===== src/rtl/cpu_run_ctrl_if.sv =====
// cpu_run_ctrl_if: board buttons, debug controls and CPU-side status of cpu_run_ctrl
interface cpu_run_ctrl_if #(parameter int CNT_W = 32);
  logic btn_run, btn_step, halt_req, bp_arm;
  logic [31:0] pc_in, bp_addr;
  logic cpu_ce, running, bp_hit;
  logic [CNT_W-1:0] instr_cnt;
  modport master (output btn_run, btn_step, halt_req, pc_in, bp_addr, bp_arm,
                  input cpu_ce, running, bp_hit, instr_cnt);
  modport slave (input btn_run, btn_step, halt_req, pc_in, bp_addr, bp_arm,
                 output cpu_ce, running, bp_hit, instr_cnt);
endinterface


===== src/rtl/cpu_run_ctrl.sv =====
// cpu_run_ctrl: run/step/halt controller emitting one-clk cpu_ce pulses
// PC breakpoint with skip-past-on-resume is built only when CPU_BREAKPOINT_EN is defined
module cpu_run_ctrl #(
  parameter int DIV = 100000,
  parameter int DB_CYCLES = 20000,
  parameter int CNT_W = 32
) (
  input logic clk,
  input logic reset,
  cpu_run_ctrl_if.slave bus
);
  localparam int PW = $clog2(DIV);
  localparam int DW = $clog2(DB_CYCLES) + 1;
  typedef enum logic [1:0] {HALT, RUN, STEP} state_t;
  state_t state_q;
  logic [PW-1:0] presc_q;
  logic [CNT_W-1:0] cnt_q;
  logic ce_q, running_q;
  logic [1:0] raw, press;
  logic tick, bp_take, ce_d;
  assign raw = {bus.btn_step, bus.btn_run};
  // bit 0 is the run button, bit 1 the step button
  for (genvar i = 0; i < 2; i++) begin : g_btn
    logic s1_q, s2_q, lvl_q, prs_q, flip;
    logic [DW-1:0] dbc_q;
    assign flip = s2_q != lvl_q && dbc_q == DW'(DB_CYCLES - 1);
    always_ff @(posedge clk or negedge reset)
      if (!reset) begin
        s1_q <= 1'b0;
        s2_q <= 1'b0;
        lvl_q <= 1'b0;
        prs_q <= 1'b0;
        dbc_q <= '0;
      end else begin
        s1_q <= raw[i];
        s2_q <= s1_q;
        dbc_q <= (s2_q != lvl_q && !flip) ? dbc_q + 1'b1 : '0;
        lvl_q <= flip ? s2_q : lvl_q;
        prs_q <= flip && s2_q;
      end
    assign press[i] = prs_q;
  end
  assign tick = state_q == RUN && presc_q == PW'(DIV - 1);
  assign ce_d = !bus.halt_req && (state_q == STEP || (tick && !bp_take && !press[0]));
  always_ff @(posedge clk or negedge reset)
    if (!reset) begin
      state_q <= HALT;
      running_q <= 1'b0;
      ce_q <= 1'b0;
      cnt_q <= '0;
      presc_q <= '0;
    end else begin
      state_q <= bus.halt_req ? HALT :
                 state_q == HALT ? (press[0] ? RUN : press[1] ? STEP : HALT) :
                 (state_q == STEP || bp_take || press[0]) ? HALT : RUN;
      running_q <= !bus.halt_req &&
                   (state_q == HALT ? press[0] : state_q == RUN && !bp_take && !press[0]);
      ce_q <= ce_d;
      cnt_q <= cnt_q + CNT_W'(ce_d);
      presc_q <= (state_q == RUN && !tick) ? presc_q + 1'b1 : '0;
    end
`ifdef CPU_BREAKPOINT_EN
  logic skip_q, hit_q, go;
  assign go = state_q == HALT && !bus.halt_req && |press;
  assign bp_take = !bus.halt_req && tick && bus.bp_arm && bus.pc_in == bus.bp_addr && !skip_q;
  // skip lets the first instruction after a breakpoint halt execute past it
  always_ff @(posedge clk or negedge reset)
    if (!reset) begin
      skip_q <= 1'b0;
      hit_q <= 1'b0;
    end else begin
      skip_q <= bp_take || (skip_q && !ce_d);
      hit_q <= bp_take || (hit_q && !go);
    end
  assign bus.bp_hit = hit_q;
`else
  logic unused_bp;
  assign unused_bp = ^{bus.pc_in, bus.bp_addr, bus.bp_arm};
  assign bp_take = 1'b0;
  assign bus.bp_hit = 1'b0;
`endif
  assign bus.cpu_ce = ce_q;
  assign bus.running = running_q;
  assign bus.instr_cnt = cnt_q;
endmodule

===== src/flat_wrapper.sv =====
// flat-port wrapper written by rule: the top's interface ports become plain ports
module cpu_run_ctrl_flat 
#(
  parameter int DIV = 100000,
  parameter int DB_CYCLES = 20000,
  parameter int CNT_W = 32
)
  (clk, reset, bus_btn_run, bus_btn_step, bus_halt_req, bus_pc_in, bus_bp_addr, bus_bp_arm, bus_cpu_ce, bus_running, bus_bp_hit, bus_instr_cnt);
  cpu_run_ctrl_if #(.CNT_W(CNT_W)) bus_i ();
  input logic clk;
  input logic reset;
  input wire logic [$bits(bus_i.btn_run)-1:0] bus_btn_run;
  input wire logic [$bits(bus_i.btn_step)-1:0] bus_btn_step;
  input wire logic [$bits(bus_i.halt_req)-1:0] bus_halt_req;
  input wire logic [$bits(bus_i.pc_in)-1:0] bus_pc_in;
  input wire logic [$bits(bus_i.bp_addr)-1:0] bus_bp_addr;
  input wire logic [$bits(bus_i.bp_arm)-1:0] bus_bp_arm;
  output wire logic [$bits(bus_i.cpu_ce)-1:0] bus_cpu_ce;
  output wire logic [$bits(bus_i.running)-1:0] bus_running;
  output wire logic [$bits(bus_i.bp_hit)-1:0] bus_bp_hit;
  output wire logic [$bits(bus_i.instr_cnt)-1:0] bus_instr_cnt;
  assign bus_i.btn_run = bus_btn_run;
  assign bus_i.btn_step = bus_btn_step;
  assign bus_i.halt_req = bus_halt_req;
  assign bus_i.pc_in = bus_pc_in;
  assign bus_i.bp_addr = bus_bp_addr;
  assign bus_i.bp_arm = bus_bp_arm;
  assign bus_cpu_ce = bus_i.cpu_ce;
  assign bus_running = bus_i.running;
  assign bus_bp_hit = bus_i.bp_hit;
  assign bus_instr_cnt = bus_i.instr_cnt;
  cpu_run_ctrl #(.DIV(DIV), .DB_CYCLES(DB_CYCLES), .CNT_W(CNT_W)) u_core (.clk(clk), .reset(reset), .bus(bus_i));
endmodule

===== config.mk =====
export PLATFORM = sky130hd
export DESIGN_NAME = cpu_run_ctrl_flat
export DESIGN_NICKNAME = d
export VERILOG_FILES = /design/src/rtl/cpu_run_ctrl_if.sv /design/src/rtl/cpu_run_ctrl.sv /design/src/flat_wrapper.sv
export SDC_FILE = /design/constraint.sdc
export NUM_CORES = 1
export LEC_CHECK = 0
export ABC_AREA = 0
export CAP_MARGIN = 10
export CORE_MARGIN = 2
export CORE_UTILIZATION = 50
export DETAILED_ROUTE_END_ITERATION = 12
export GPL_ROUTABILITY_DRIVEN = 0
export PLACE_DENSITY = 0.9
export SETUP_SLACK_MARGIN = 0.2
export SLEW_MARGIN = 20
export SYNTH_ARGS = -nofsm -noshare
export SYNTH_HDL_FRONTEND = slang
export SYNTH_SLANG_ARGS = --single-unit

===== constraint.sdc =====
create_clock -name clk -period 3.29 [get_ports clk]
set_input_delay 0.4935 -clock clk [delete_from_list [all_inputs] [get_ports clk]]
set_output_delay 0.4935 -clock clk [all_outputs]
set_load 0.01 [all_outputs]

* After elaboration in Yosys (flattened, before gate mapping)
Index checks and enable logic that the tools add are counted.
** Operators by class
- Add/subtract/negate cells :: 4
- $mul :: 0
- Divide/modulo/power cells :: 0
- Magnitude comparators :: 0
- Equal/unequal tests :: 7
- Shift operators :: 0
- Mux-type cells :: 9
- Bitwise gates (word level) :: 0
- Reductions and logical operators :: 20
** Operators with widths (count)
- $add A16 B1 Y16 const B :: 2
- $add A32 B1 Y32 :: 1
- $eq A16 B15 Y1 const B :: 2
- $mux W16 :: 2
- $add A17 B1 Y17 const B :: 1
- $eq A17 B17 Y1 const B :: 1
- $mux W17 :: 1
- $logic_and A1 B1 Y1 :: 12
- $mux W2 :: 4
- $logic_not A1 Y1 :: 5
- $eq A2 B1 Y1 const B :: 1
- $eq A2 B2 Y1 const B :: 1
- $logic_not A2 Y1 :: 1
- $logic_or A1 B1 Y1 :: 2
- $mux W1 :: 2
- $ne A1 B1 Y1 :: 2
** Word-level totals
- Bits in registers :: 93
- Latch bits :: 0
- Bits in writable memories :: 0
- ROM bits :: 0
- Input port bits :: 70
- Output and inout bits :: 35
- Memories kept :: 0

* Logic depth before layout (Yosys ltp)
- Depth in word-level cells :: 6
- Mapped depth :: 12

* Worst setup path before layout
OpenSTA, ideal clock, no wires.
- Path kind :: reg-to-reg
- From :: register u_core.presc_q[0]
- To :: register u_core.cnt_q[14] (netlist: u_core.bus.instr_cnt[14])
- Library setup time :: 126 ps
- Data arrival time :: 2461 ps
- Data required time :: 3164 ps
- Path slack :: 703 ps
- Cell stages (with the launch flop) :: 13
- Buffers on the path :: 1
- Path through :: dfrtp_1 ha_1 and4_4 buf_6 and4_1 a21oi_1 nor2_1 ha_1 ha_1 nand4_1 nor3_1 nand4_1 xnor2_1
** Between the ends
- Cells in the longest elaborated chain, start to end :: 6
** Ends and longest elaborated chain
- from (decl) :: line cpu_run_ctrl.sv:16 : logic [PW-1:0] presc_q;
- from (signal assigned) :: line cpu_run_ctrl.sv:60 : presc_q <= (state_q == RUN && !tick) ? presc_q + 1'b1 : '0;
- $eq A17 B17 Y1 :: line cpu_run_ctrl.sv:43 : assign tick = state_q == RUN && presc_q == PW'(DIV - 1);
- $logic_and A1 B1 Y1 :: line cpu_run_ctrl.sv:43
- $logic_and A1 B1 Y1 :: line cpu_run_ctrl.sv:44 : assign ce_d = !bus.halt_req && (state_q == STEP || (tick && !bp_take && !press[0]));
- $logic_or A1 B1 Y1 :: line cpu_run_ctrl.sv:44
- $logic_and A1 B1 Y1 :: line cpu_run_ctrl.sv:44
- named net u_core.ce_d :: line cpu_run_ctrl.sv:20 : logic tick, bp_take, ce_d;
- $add A32 B1 Y32 :: line cpu_run_ctrl.sv:59 : cnt_q <= cnt_q + CNT_W'(ce_d);
- to (signal assigned) :: line cpu_run_ctrl.sv:59
- to (decl) :: line cpu_run_ctrl.sv:17 : logic [CNT_W-1:0] cnt_q;
The timed path passes the listed nets, and every way through them passes these cells.
A chain may end at the register's enable or synchronous reset.

* Final worst setup path
- From :: register u_core.presc_q[0]
- To :: register u_core.cnt_q[24] (netlist: u_core.bus.instr_cnt[24])
Same word-level chain as after synthesis.

==> results by group <==
Synth
  • Post-synthesis mux area share: 0.515%
  • Synth Area in Compound Gates: under 10%
  • Adder-Cell Fraction of Synth Area: between 1 and 1.5%
  • Share of the synthesized area in the top cell type: between 50 and 60%
  • XOR/XNOR share of the synthesized area: ~14%
  • Synth Area in Simple Gates: 26.3%
  • Synthesized flop and latch total: 93
  • Synth top area cells: dfrtp_1 (53%), xnor2_1 (8.0%), xor2_1 (5.8%)
  • Synth Warn #: 0
  • FFs w/ async S/R, synth: 100%
  • Syn Inst Count: between 300 and 400
  • Avg Inst Size Synth: 11.0 um^2
  • Post-Syn Area: 4370 um^2
  • EDFF count, synth: 0
  • Register area share after synthesis: around 53%
  • Largest family of logic cells by synthesized area: simple AND/OR/NAND/NOR gates
  • Main synth FF type: dfrtp_1
  • Yosys top cell by area: dfrtp_1
  • Synth unique cells: 42
  • Synthesized Nets: about 470

Layout
  • FILL cells: 686
  • Most common cell after layout, fill and taps aside: dfrtp_1
  • Leading cell types in the layout, fill and taps excluded: dfrtp_1 (93), xnor2_1 (40), nor2_1 (39), clkdlybuf4s50_1 (37), nand3_1 (33)
  • Final net count: 515
  • Antenna diodes: 0
  • Final instance area: 5060 um^2
  • Area Growth Syn to Fin: 15.7%
  • Layout cell share with drive strength beyond 1: 10.3%
  • Non-filler cells, final: between 500 and 600

Floorplanning
  • Die width: just under 100 um
  • Die area: 9510 um^2
  • Core box area: 8590 um^2
  • Row count: 34
  • Initial Util: a little over 50%
  • DIE HEIGHT: 97.5 um
  • Ports: between 100 and 150

Worst setup path
  • Signal arrival time at the worst endpoint: 3.19 ns
  • Crit start category: register
  • WP data required: 3.54 ns
  • WS Path Type: reg2reg
  • R2R cell count: 12
  • Max FO, Critical Path: 7
  • CP endpoint kind: register
  • R2R Setup Slk: 0.36 ns

STA
  • Min Tclk post-route: 2.93 ns
  • Max Slew Vio Count: 0
  • Post-route clock period utilization: between 80% and 90%
  • Fmax: around 340 MHz
  • Max_slew headroom: 29.4%
  • Clock Skews: 0.0140 ns
  • Endpoints failing setup: 0
  • RSZ-0062 raised after global routing: yes
  • Worst hold slack: 0.101 ns
  • Worst-margin pin slew: 1.06 ns
  • Final Hold Vio Count: 0
  • Setup TNS Final: 0 ns

Clock tree
  • Num Clock Sinks: 93
  • Clk pin slew, worst setup/hold paths: 0.10 ns
  • TritonCTS buffer count: 9
  • CTS H-Tree Depth: 3
  • Longest Clk Path Bufs: 2
  • Worst-Skew Late Latency: 0.36 ns
  • CTS tree: yes
  • CTS Root Buffer Type: clkbuf_8

Global routing
  • GR peak layer: met2
  • Largest net degree at the start of global routing: 43
  • Total congestion overflow: 0
  • GR Util met3: 3.45%
  • First-pass GRT wire length: 14300 um
  • Global routing met2 resource utilization: between 30% and 40%
  • Initial antenna violation count: 0
  • M1 GR Usage: 23.6%
  • Global Route Usage Sum: 18.3%
  • Vias in the first global route: just over 3000

Placed design
  • Port Buffers: 38
  • Area after DPL: 4820 um^2
  • DPL Wire Length: 5800 um
  • Dpl cells: 535

Route
  • DRC Markers: 0
  • Routed WL: approximately 8300 um
  • Iteration-0 DRC Markers: around 130
  • Pre-antenna DRT Iters: 4
  • Avg Vias per Cell: ~5.6
  • DR vias: 3100
  • DR WL/cell: roughly 15 um
  • Final ANT Viol Nets: 0

Power and ir drop
  • Leakage: 2.07 nW
  • PwrDens: 395 nW/um^2
  • Peak supply drop: 0.222 mV

Flow run
  • Max-Cap Viols: 0

Min path
  • Hold crit path type: in2async

Status
  • Outcome: finished, final reports clean
worst max-delay path: stages (launching register included):
cell     delay (ns)
dfrtp_1        0.41
ha_2           0.23
and4_4         0.27
and4_1         0.24
a21oi_1        0.09
nor2_1         0.15
ha_2           0.24
ha_2           0.22
nand4_1        0.15
buf_4          0.18
nor4_4         0.33
nand3_1        0.16
xnor2_1        0.15
cells by family after synthesis:
family,Yosys count
buffers and inverters,17
multiplexers,2
XOR/XNOR,69
AO/OA/AOI/OAI,16
flip-flops,93
adder cells (fa/ha/maj),5
AND/OR/NAND/NOR,195
other,1
state kept, by name, indices dropped and copies added, names as in the netlist:
register	cells
u_core.bus.running	1
u_core.bus.instr_cnt	32
u_core.g_btn.dbc_q	32
u_core.g_btn.s1_q	2
u_core.g_btn.s2_q	2
u_core.state_q	2
u_core.g_btn.prs_q	2
u_core.g_btn.lvl_q	2
u_core.bus.cpu_ce	1
u_core.presc_q	17
per-stage QoR:
step	power, mW	util (%)	worst slack [ns]
final	1.99	58.8	0.359
after global routing	2.07	58.8	0.176
after CTS	2.01	58.5	0.324
after detailed placement	1.23	56.1	0.359
after global placement	1.23	56.1	0.386
after floorplan	1.20	-	0.703
cell type report:
type,instances,area (um^2),area share [%]
inverter,4,15.0,0.297
clock buffer,10,138,2.72
sequential,93,2330,46.0
multi-input combinational,288,1950,38.5
timing repair buffer,44,423,8.36
tap,108,135,2.67
clock inverter,6,70.1,1.39
metal layers:
layer / share of wire (%) / vias to the layer above
met1: 45 / 1554
met4: 1.1 / 0
met5: 0 / -
met2: 51 / 61
li1: - / 1476
met3: 3.2 / 9
synthesized netlist by cell type (6+ instances only):
master	instances
a21oi_1	9
nor3_1	6
nor2_4	8
and3_1	8
dfrtp_1	93
nand2_1	27
nand4_1	23
nor2_1	39
nand3_1	33
xor2_1	29
xnor2_1	40
nor4_1	6
and4_1	11
power by group:
group | switching [mW] | leakage, nW | internal, mW
clock network | 0.409 | 0.0951 | 0.376
logic | 0.0360 | 0.687 | 0.0140
registers | 0.00864 | 1.28 | 1.15
total | 0.454 | 2.07 | 1.54
worst paths after layout:
check | from | endpoint
min | reset | u_core.bus.instr_cnt[17]
min reg2reg | u_core.g_btn[0].s1_q | u_core.g_btn[0].s2_q
max | u_core.presc_q[0] | u_core.bus.instr_cnt[24]
max reg2reg | u_core.presc_q[0] | u_core.bus.instr_cnt[24]
max in group asynchronous | reset | u_core.g_btn[1].dbc_q[4]
min in group clk | u_core.g_btn[0].s1_q | u_core.g_btn[0].s2_q
repair_timing:
item | in CTS | in global routing
endpoints found under the setup margin | 0 | 9
setup buffers | 0 | 2
endpoints found under the hold margin | 0 | 0
resized for setup | 0 | 4
hold buffers | 0 | 0
Power figures use the tool's default switching activity.
